$ cat src/rtl/tt_um_digital_playground.sv
// rtl/tt_um_digital_playground.sv - playground tile: free counter, 8-bit LFSR, edge and change counters
module tt_um_digital_playground (
    input  logic [7:0] ui_in,
    output logic [7:0] uo_out,
    input  logic [7:0] uio_in,
    output logic [7:0] uio_out,
    output logic [7:0] uio_oe,
    input  logic       ena,
    input  logic       clk,
    input  logic       rst_n
);

    logic [7:0] cnt;
    logic [7:0] lfsr;
    logic [3:0] pcnt;
    logic [3:0] tcnt;
    logic       p_s1, p_s2, p_s3;
    logic       t_s1, t_s2, t_s3;
    logic       rise1;
    logic       chg2;
    logic       lfsr_fb;

    // s1/s2 resolve metastability; s3 is the previous clean sample for edge detection
    assign rise1   = p_s2 & ~p_s3;
    assign chg2    = t_s2 ^ t_s3;
    assign lfsr_fb = lfsr[7] ^ lfsr[5] ^ lfsr[4] ^ lfsr[3];

    // rst_n is active-high despite its harness-imposed name
    always_ff @(posedge clk or posedge rst_n) begin
        if (rst_n) begin
            cnt  <= 8'h00;
            lfsr <= 8'h01;
            pcnt <= 4'h0;
            tcnt <= 4'h0;
            p_s1 <= 1'b0;
            p_s2 <= 1'b0;
            p_s3 <= 1'b0;
            t_s1 <= 1'b0;
            t_s2 <= 1'b0;
            t_s3 <= 1'b0;
        end else if (ena) begin
            p_s1 <= ui_in[1];
            p_s2 <= p_s1;
            p_s3 <= p_s2;
            t_s1 <= ui_in[2];
            t_s2 <= t_s1;
            t_s3 <= t_s2;
            if (rise1) begin
                pcnt <= pcnt + 4'd1;
            end
            if (chg2) begin
                tcnt <= tcnt + 4'd1;
            end
            // run enable is treated as quasi-static, so it is not synchronized
            if (ui_in[0]) begin
                cnt  <= cnt + 8'd1;
                lfsr <= {lfsr[6:0], lfsr_fb};
            end
        end
    end

    assign uo_out  = ui_in[3] ? lfsr : cnt;
    assign uio_out = {pcnt, tcnt};
    assign uio_oe  = 8'hFF;

    logic unused_ok;
    assign unused_ok = &{1'b0, uio_in, ui_in[7:4]};

endmodule

$ cat config.mk
export PLATFORM = sky130hd
export DESIGN_NAME = tt_um_digital_playground
export DESIGN_NICKNAME = d
export VERILOG_FILES = /design/src/rtl/tt_um_digital_playground.sv
export SDC_FILE = /design/constraint.sdc
export NUM_CORES = 1
export LEC_CHECK = 0
export ABC_AREA = 1
export ABC_CLOCK_PERIOD_IN_PS = 1290
export BUFFER_PORTS_ARGS = -buffer_cell sky130_fd_sc_hd__buf_2
export CAP_MARGIN = 20
export CORE_MARGIN = 2
export CORE_UTILIZATION = 40
export DETAILED_ROUTE_END_ITERATION = 10
export GPL_TIMING_DRIVEN = 0
export SETUP_SLACK_MARGIN = 0.15
export SYNTH_ARGS = -nofsm -noshare
export SYNTH_HDL_FRONTEND = slang
export SYNTH_SLANG_ARGS = --single-unit
$ cat constraint.sdc
create_clock -name clk -period 1.29 [get_ports clk]
set_input_delay 0.1935 -clock clk [delete_from_list [all_inputs] [get_ports clk]]
set_output_delay 0.1935 -clock clk [all_outputs]
set_load 0.01 [all_outputs]
Word-level counts from Yosys, hierarchy flattened. Index checks and enable logic that the tools add are counted.

Register bits: 30. Output and inout bits: 24. Bits in writable memories: 0. Memory bits (read-only): 0. Word-level logic and storage cells: 23. Memories kept: 0. Input bits: 19. Bits in latches: 0.

Multipliers: 0. Magnitude comparators: 0. Add/sub/neg operators: 3. Reduce and logical (&&, ||, !) cells: 3. Multiplexer cells: 1. Shifts and indexed selects: 0. Eq/ne operators: 0. Bitwise gates (word level): 6. Divide/modulo/power cells: 0.

Operators with widths (count): $add 4x1->4 const B (2); $add 8x1->8 const B (1); $mux 8 (1); $reduce_and 2->1 (3); $xor 1x1->1 (4); $and 1x1->1 (1); $not 1->1 (1).

Longest topological paths before layout. Gate-level depths: netlist (run 1).

Word-level depth: 3. Depth in mapped cells: 7. Mapped depth without buffers: 7.

Worst setup path before layout (run 1). Ideal clock, no wire load.

Path kind: flip-flop to output port. From: reg cnt[3]. To: out uo_out[3]. Cell stages (with the launch flop): 4. Buffers on the path: 1. Slack: 0.279 ns. Arrival time: 0.817 ns. Required time: 1.097 ns. Cells stage by stage: dfrtp_1 > clkbuf_1 > nor2_1 > a21oi_1.

Longest elaborated chain between the ends: 1.

RTL lines: start, declared (RTL line 13) `logic [7:0] cnt;`; start signal, assigned (RTL line 56) `cnt <= cnt + 8'd1;`; $mux 8 (RTL line 62) `assign uo_out = ui_in[3] ? lfsr : cnt;`; end, declared (RTL line 4) `output logic [7:0] uo_out,`.

No other way between the ends.

Worst setup path in the final report (run 1).
From: reg lfsr[0]. To: out uo_out[0].

Longest elaborated chain between the ends: 1.

RTL lines: start, declared (RTL line 14) `logic [7:0] lfsr;`; start signal, assigned (RTL line 57) `lfsr <= {lfsr[6:0], lfsr_fb};`; $mux 8 (RTL line 62).

No other way between the ends.

==> impl_metrics.toml, run 1 <==
[critical_path]
cp-end-kind = "output port"
crit_path_end = "uo_out[0]"
worst-setup-path-type = "flip-flop to output port"
critPathBufInv = 1
cp.required_ps = 1100
cp_top_family = "flip-flops"
arrival_ps = 1070
crit_chain = "nand2_1 -> o21ai_1 -> buf_2"
reg2reg_to = "cnt[6]"
crit_path_max_fanout = 2
crit_path_top_delay_cell = "dfstp_2"
critPathLaunchType = "flip-flop"
critPathMaxStageDelay_ps = 540
r2r_cells = 7
cp.depth = 3
critPathLaunch = "lfsr[0]"
rr_startpoint = "cnt[3]"
rrSetupSlack_ps = 180

[global_routing]
grt_use_met1_pct = 18.6
grt_max_degree = 17
grt.overflow.total = 0
busiest_layer = "met2"
grt_use_met3_pct = 6.85
grt_antenna_before_repair = 0
grt_pass1_vias = 1112
grt_usage_pct = 15.5
use_met2_pct = 24.9
grt_pass1_wl_um = 4910

[power]
vdd_ir_drop_max_mv = 0.784
p_per_area_nw_per_um2 = 1910
finalPower_mw = 3.77
p_leak_nw = 1.03

[timing]
finalHoldViolCount = 14
rsz0062_at_grt = "yes"
fmax_mhz = 791
min_period_over_period_pct = 98.0
relSlewSlack_pct = 55.4
timing.hold.ws_ps = -4.47
drv_slew = 0
fin_skew_ps = 3.75
setup_violations = 0
worst-slew-pin-transition_ps = 668
fin_crit_ps = 1260
fin_tns_setup_ps = 0

[placed_design]
place.gp.congestion = 0.719
place_area_um2 = 1730
portBuffers = 22
hpwl_um = 1930

[die]
ios = 43
dieWidth_um = 65.3
initial_utilization_pct = 41.3
dieArea_um2 = 4260
die_y_um = 65.3
fp.coreArea_um2 = 3630
fp-row-count = 22

[routing]
drt_iter0_drc = 72
route.detailed.drc = 0
wirelength_um = 2930
via_per_inst = 4.37
vias = 1198
wire_per_inst_um = 10.7
antenna_left = 0
dr.pass1.iters = 4

[yosys]
synthXorXnorAreaFrac_pct = 8.17
synthSimpleGateAreaFrac_pct = 21.2
muxShareOfSynthArea_pct = 0
synth_compound_area_share_pct = 6.67
synth_seq_cells = 30
syn-mean-instance-area_um2 = 8.63
syn_area_um2 = 1500
synth_top_family_by_area = "simple AND/OR/NAND/NOR gates"
yosysSeqAreaShare_pct = 50.1
yosys_warnings = 0
ys_types = 21
syn_inst = 174
synth_fa_ha_area_share_pct = 2.50

[clock_network]
htreeDepth = 2
hold_buffers = 0
cts.path.max_buffers = 2
clock_sinks = 30
cts_root_buf = "clkbuf_8"
cts_buffers = 5
clkSlewWorstSetupHoldPaths_ps = 70
cts_tree = "yes"
clk_latency_ps = 280

[final_layout]
syn_to_final_growth_pct = 31.1
final_common_cell = "nand2_1"
diodes = 0
final_area_um2 = 1970
fin_util_pct = 54.2
drive_gt1_share_pct = 30.1
final_cell_mix = "nand2_1 (52), dfrtp_1 (28), buf_2 (24)"
nets = 247

[flow_run]
drv_cap = 0

[status]
violations = "negative hold slack"
outcome = "finished with violations"

[min_path]
hold_class = "primary input to async pin"
-- cell families after synthesis --
kind of cell | count (synthesis)
AO/OA/AOI/OAI | 20
XOR/XNOR | 14
adder cells (fa/ha/maj) | 3
buffers and inverters | 34
flip-flops | 30
other | 1
AND/OR/NAND/NOR | 72
-- metal layers --
metal	vias up	share of wire, %	routed length, um
met5	-	0	0
met4	0	1.3	38
met3	5	4.7	137
met2	26	46	1340
met1	545	48	1410
li1	622	-	-
-- worst min-delay path by stage --
stage | start | to | slack, ps | depth (start not counted)
floorplan | rst_n | cnt[0] | 280 | 1
global placement | ui_in[1] | p_s1 | 410 | 3
detailed placement | rst_n | pcnt[1] | 320 | 2
CTS | rst_n | pcnt[2] | 10 | 2
global route | rst_n | pcnt[2] | 60 | 2
finish | rst_n | pcnt[2] | -4 | 2
-- what timing repair did --
item / CTS / global route
pin swaps: 2 / 6
gates resized for setup: 8 / 8
gates cloned: 0 / 0
endpoints found under the hold margin: 0 / 0
endpoints found under the setup margin: 9 / 11
buffers inserted: 8 / 6
-- cells in the mapped netlist (all sizes together) --
library cell / instances / area [um^2]
a21oi: 2 / 10.0
buf: 11 / 81.3
clkbuf: 1 / 3.75
conb: 1 / 3.75
dfrtp: 29 / 726
dfstp: 1 / 26.3
ha: 3 / 37.5
inv: 22 / 82.6
nand2: 54 / 208
nand3: 8 / 52.6
nand4: 3 / 18.8
nor2: 7 / 38.8
o21ai: 18 / 90.1
xnor2: 7 / 61.3
xor2: 7 / 61.3
-- worst register-to-register path, cell delays in order, from the launching register on --
cell and delay, ps:
dfrtp_1 370, clkbuf_8 150, buf_6 120, buf_6 120, nand4_1 110, inv_1 50
nand2_1 50, nand2_1 50
-- per-stage QoR --
| step | instances | worst slack (ps) |
|---|---|---|
| global placement | 251 | -0.273 |
| CTS | 268 | 18.8 |
| finish | 274 | 25.6 |
| floorplan | 181 | 279 |
| global route | 274 | -42.2 |
| detailed placement | 252 | 135 |
-- cell type report --
class,count,area [um^2]
plain buffers,12,95.1
repair buffers,37,250
clock buffers,7,86.3
multi-input cells,117,636
well taps,48,60.1
clock inverters,1,5.00
inverters,22,82.6
fillers,360,1670
flip-flops and latches,30,753
-- flip-flops by register name, indices dropped and copies added (netlist names) --
name,flops
p_s1,1
t_s2,1
tcnt,4
p_s3,1
pcnt,4
lfsr,8
cnt,8
t_s1,1
p_s2,1
t_s3,1
-- power by group --
part / total [mW] / internal (mW) / switching, mW
registers: 1.53 / 1.27 / 0.261
logic: 1.45 / 0.720 / 0.734
clock network: 0.788 / 0.430 / 0.358
No activity file was read; power rests on OpenSTA's default activity.
==> inputs of run 2 (changes only) <==
- ABC_AREA: 1 -> not set
==> run 2 against run 1 <==
Against the previous run: flip-flop and latch count stayed put; combinational power rose by 63%; final cell count shrank 22%; utilization is 6.8 points higher; global-route usage increased by 0.12 points; largest power group is now combinational logic; die area fell by 5.9%; first-iteration DRC count decreased by 71%; highest routed layer unchanged; maximum frequency decreased by 5.5%; the run ends with negative setup slack left.
==> impl_metrics.toml, run 2 <==
[global_routing]
grt.overflow.total = 0
grt_pass1_wl_um = 4790
grt_pass1_vias = 999
grt_max_degree = 22
grt_antenna_before_repair = 0
grt_usage_pct = 15.7

[timing]
min_period_over_period_pct = 104
fin_crit_ps = 1340
fin_skew_ps = 9.39
drv_slew = 0
fin_tns_setup_ps = -237
fin_ws_ps = -48.1
finalHoldViolCount = 0
rsz0062_at_grt = "yes"
timing.hold.ws_ps = 94.6
fmax_mhz = 747
setup_violations = 8

[yosys]
synth_flop_cell = "dfrtp_1"
synth-edff-count = 0
synth_common_cells = "dfrtp_1 (29), xnor2_1 (14), mux2_2 (13), mux2_1 (10), buf_4 (8)"
yosys_warnings = 0
ys_top_cells_by_area = "dfrtp_1 (52%), mux2_2 (10%), xnor2_1 (8.7%)"
syn_inst = 106
syn-mean-instance-area_um2 = 13.3
postSynth.asyncResetShare_pct = 100
syn_area_um2 = 1410
yosysTopAreaCell = "dfrtp_1"
yosysMostFrequentCell = "dfrtp_1"
yosysTopAreaCellShare_pct = 51.6
yosysSeqAreaShare_pct = 53.4
synth_seq_cells = 30
ys_types = 22

[final_layout]
fin_util_pct = 61.0
fill_cells = 272
top_regs = "cnt x8, lfsr x8"
drive_gt1_share_pct = 57.7
final_common_cell = "dfrtp_1"
syn_to_final_growth_pct = 45.8
diodes = 0
final_cell_mix = "dfrtp_1 (27), buf_4 (25), buf_2 (16)"
nets = 189

[die]
die_y_um = 63.3
fp-row-count = 21
dieWidth_um = 63.3
fp.coreArea_um2 = 3360
ios = 43
initial_utilization_pct = 41.9
dieArea_um2 = 4010

[clock_network]
clk_latency_ps = 320
cts_buffers = 5
clkSlewWorstSetupHoldPaths_ps = 100
clock_sinks = 30
cts_tree = "yes"
cts_root_buf = "clkbuf_4"
cts.path.max_buffers = 2
htreeDepth = 2

[critical_path]
r2r_cells = 4
critPathLaunchType = "flip-flop"
critPathMaxStageDelay_ps = 430
crit_chain = "mux2_2 -> buf_6"
cp.depth = 2
worst-setup-path-type = "flip-flop to output port"
crit_path_top_delay_cell = "dfrtp_2"
rrSetupSlack_ps = 40
cp-end-kind = "output port"
cp_top_family = "flip-flops"
crit_path_max_fanout = 2
cp.required_ps = 1100
arrival_ps = 1140
critPathBufInv = 1

[placed_design]
place.gp.congestion = 0.698
portBuffers = 21
post-place-ws_ps = 114

[status]
outcome = "finished with violations"
violations = "negative setup slack"

[routing]
route.detailed.drc = 0
wire_per_inst_um = 13.4
vias = 977
dr.pass1.iters = 4
antenna_left = 0
wirelength_um = 2860
via_per_inst = 4.57
drt_iter0_drc = 21

[power]
p_leak_nw = 0.990
vdd_ir_drop_max_mv = 1.13
p_per_area_nw_per_um2 = 2220

[min_path]
hold_class = "primary input to flip-flop"
worstHoldPathCells = 2

[flow_run]
drv_cap = 0
[run 2: cell count changes in the layout (fill, tap and decap cells not counted), sizes merged, moves of 2 or more]
cell / before / now
a21oi: 2 / 0
and3: 0 / 2
buf: 48 / 57
inv: 22 / 1
mux2: 0 / 24
nand2: 54 / 5
nand3: 8 / 4
nor2: 7 / 1
o21ai: 18 / 1
xnor2: 7 / 14
xor2: 7 / 3
[run 2: final timing paths]
kind,start,to
max reg2reg,cnt[0],cnt[1]
max,cnt[4],uo_out[4]
min reg2reg,pcnt[3],pcnt[3]
min in group asynchronous,rst_n,pcnt[3]
max in group asynchronous,rst_n,lfsr[0]
min,ui_in[1],p_s1
[run 2: cell type report]
cell class / instances / area [um^2] / area share, %
sequential: 30 / 754 / 36.8
multi-input combinational: 71 / 702 / 34.2
timing repair buffer: 47 / 399 / 19.5
buffer: 11 / 75.1 / 3.66
tap: 46 / 57.6 / 2.80
clock buffer: 7 / 55.1 / 2.68
clock inverter: 1 / 5.00 / 0.244
inverter: 1 / 3.75 / 0.183
[run 2: repair_timing]
item | in CTS | in global routing
hold buffers | 1 | 0
endpoints found under the hold margin | 9 | 0
resized for setup | 15 | 21
pin swaps | 1 | 12
buffers inserted | 15 | 9
setup endpoints to repair | 10 | 23
[run 2: kinds of logic after synthesis]
logic type / synth area share [%]
other cells: 0.266
buf+inv: 5.60
compound gates: 0.355
simple gates: 7.11
xor+xnor: 11.1
fa+ha+maj: 2.67
flops: 53.4
mux: 19.5
[run 2: stage by stage]
| stage | cell area [um^2] | total power [mW] | cells |
|---|---|---|---|
| 3_5_place_dp | 1620 | 2.89 | 181 |
| 2_1_floorplan | 1430 | 2.47 | 113 |
| 6_report | 2050 | 4.56 | 214 |
| 4_1_cts | 1890 | 4.01 | 205 |
| 5_1_grt | 2050 | 4.90 | 214 |
| 3_3_place_gp | 1600 | 2.83 | 180 |
[run 2: metal layers]
| layer | track usage (%) | up-vias | part of all wire [%] |
|---|---|---|---|
| met5 | 0 | - | 0 |
| met4 | 4.89 | 0 | 1.4 |
| met3 | 5.36 | 5 | 4.0 |
| met2 | 24.7 | 25 | 49 |
| met1 | 20.3 | 478 | 46 |
| li1 | - | 469 | - |
[run 2: worst reg2reg max path: stages (launching register included)]
cell and delay [ps]:
dfrtp_2 440, buf_6 120, buf_6 110, ha_4 220, mux2_4 260
[run 2: power by group]
group / total (mW) / internal (mW) / switching (mW)
combinational: 2.37 / 1.46 / 0.909
sequential: 1.62 / 1.33 / 0.290
clock: 0.572 / 0.264 / 0.308
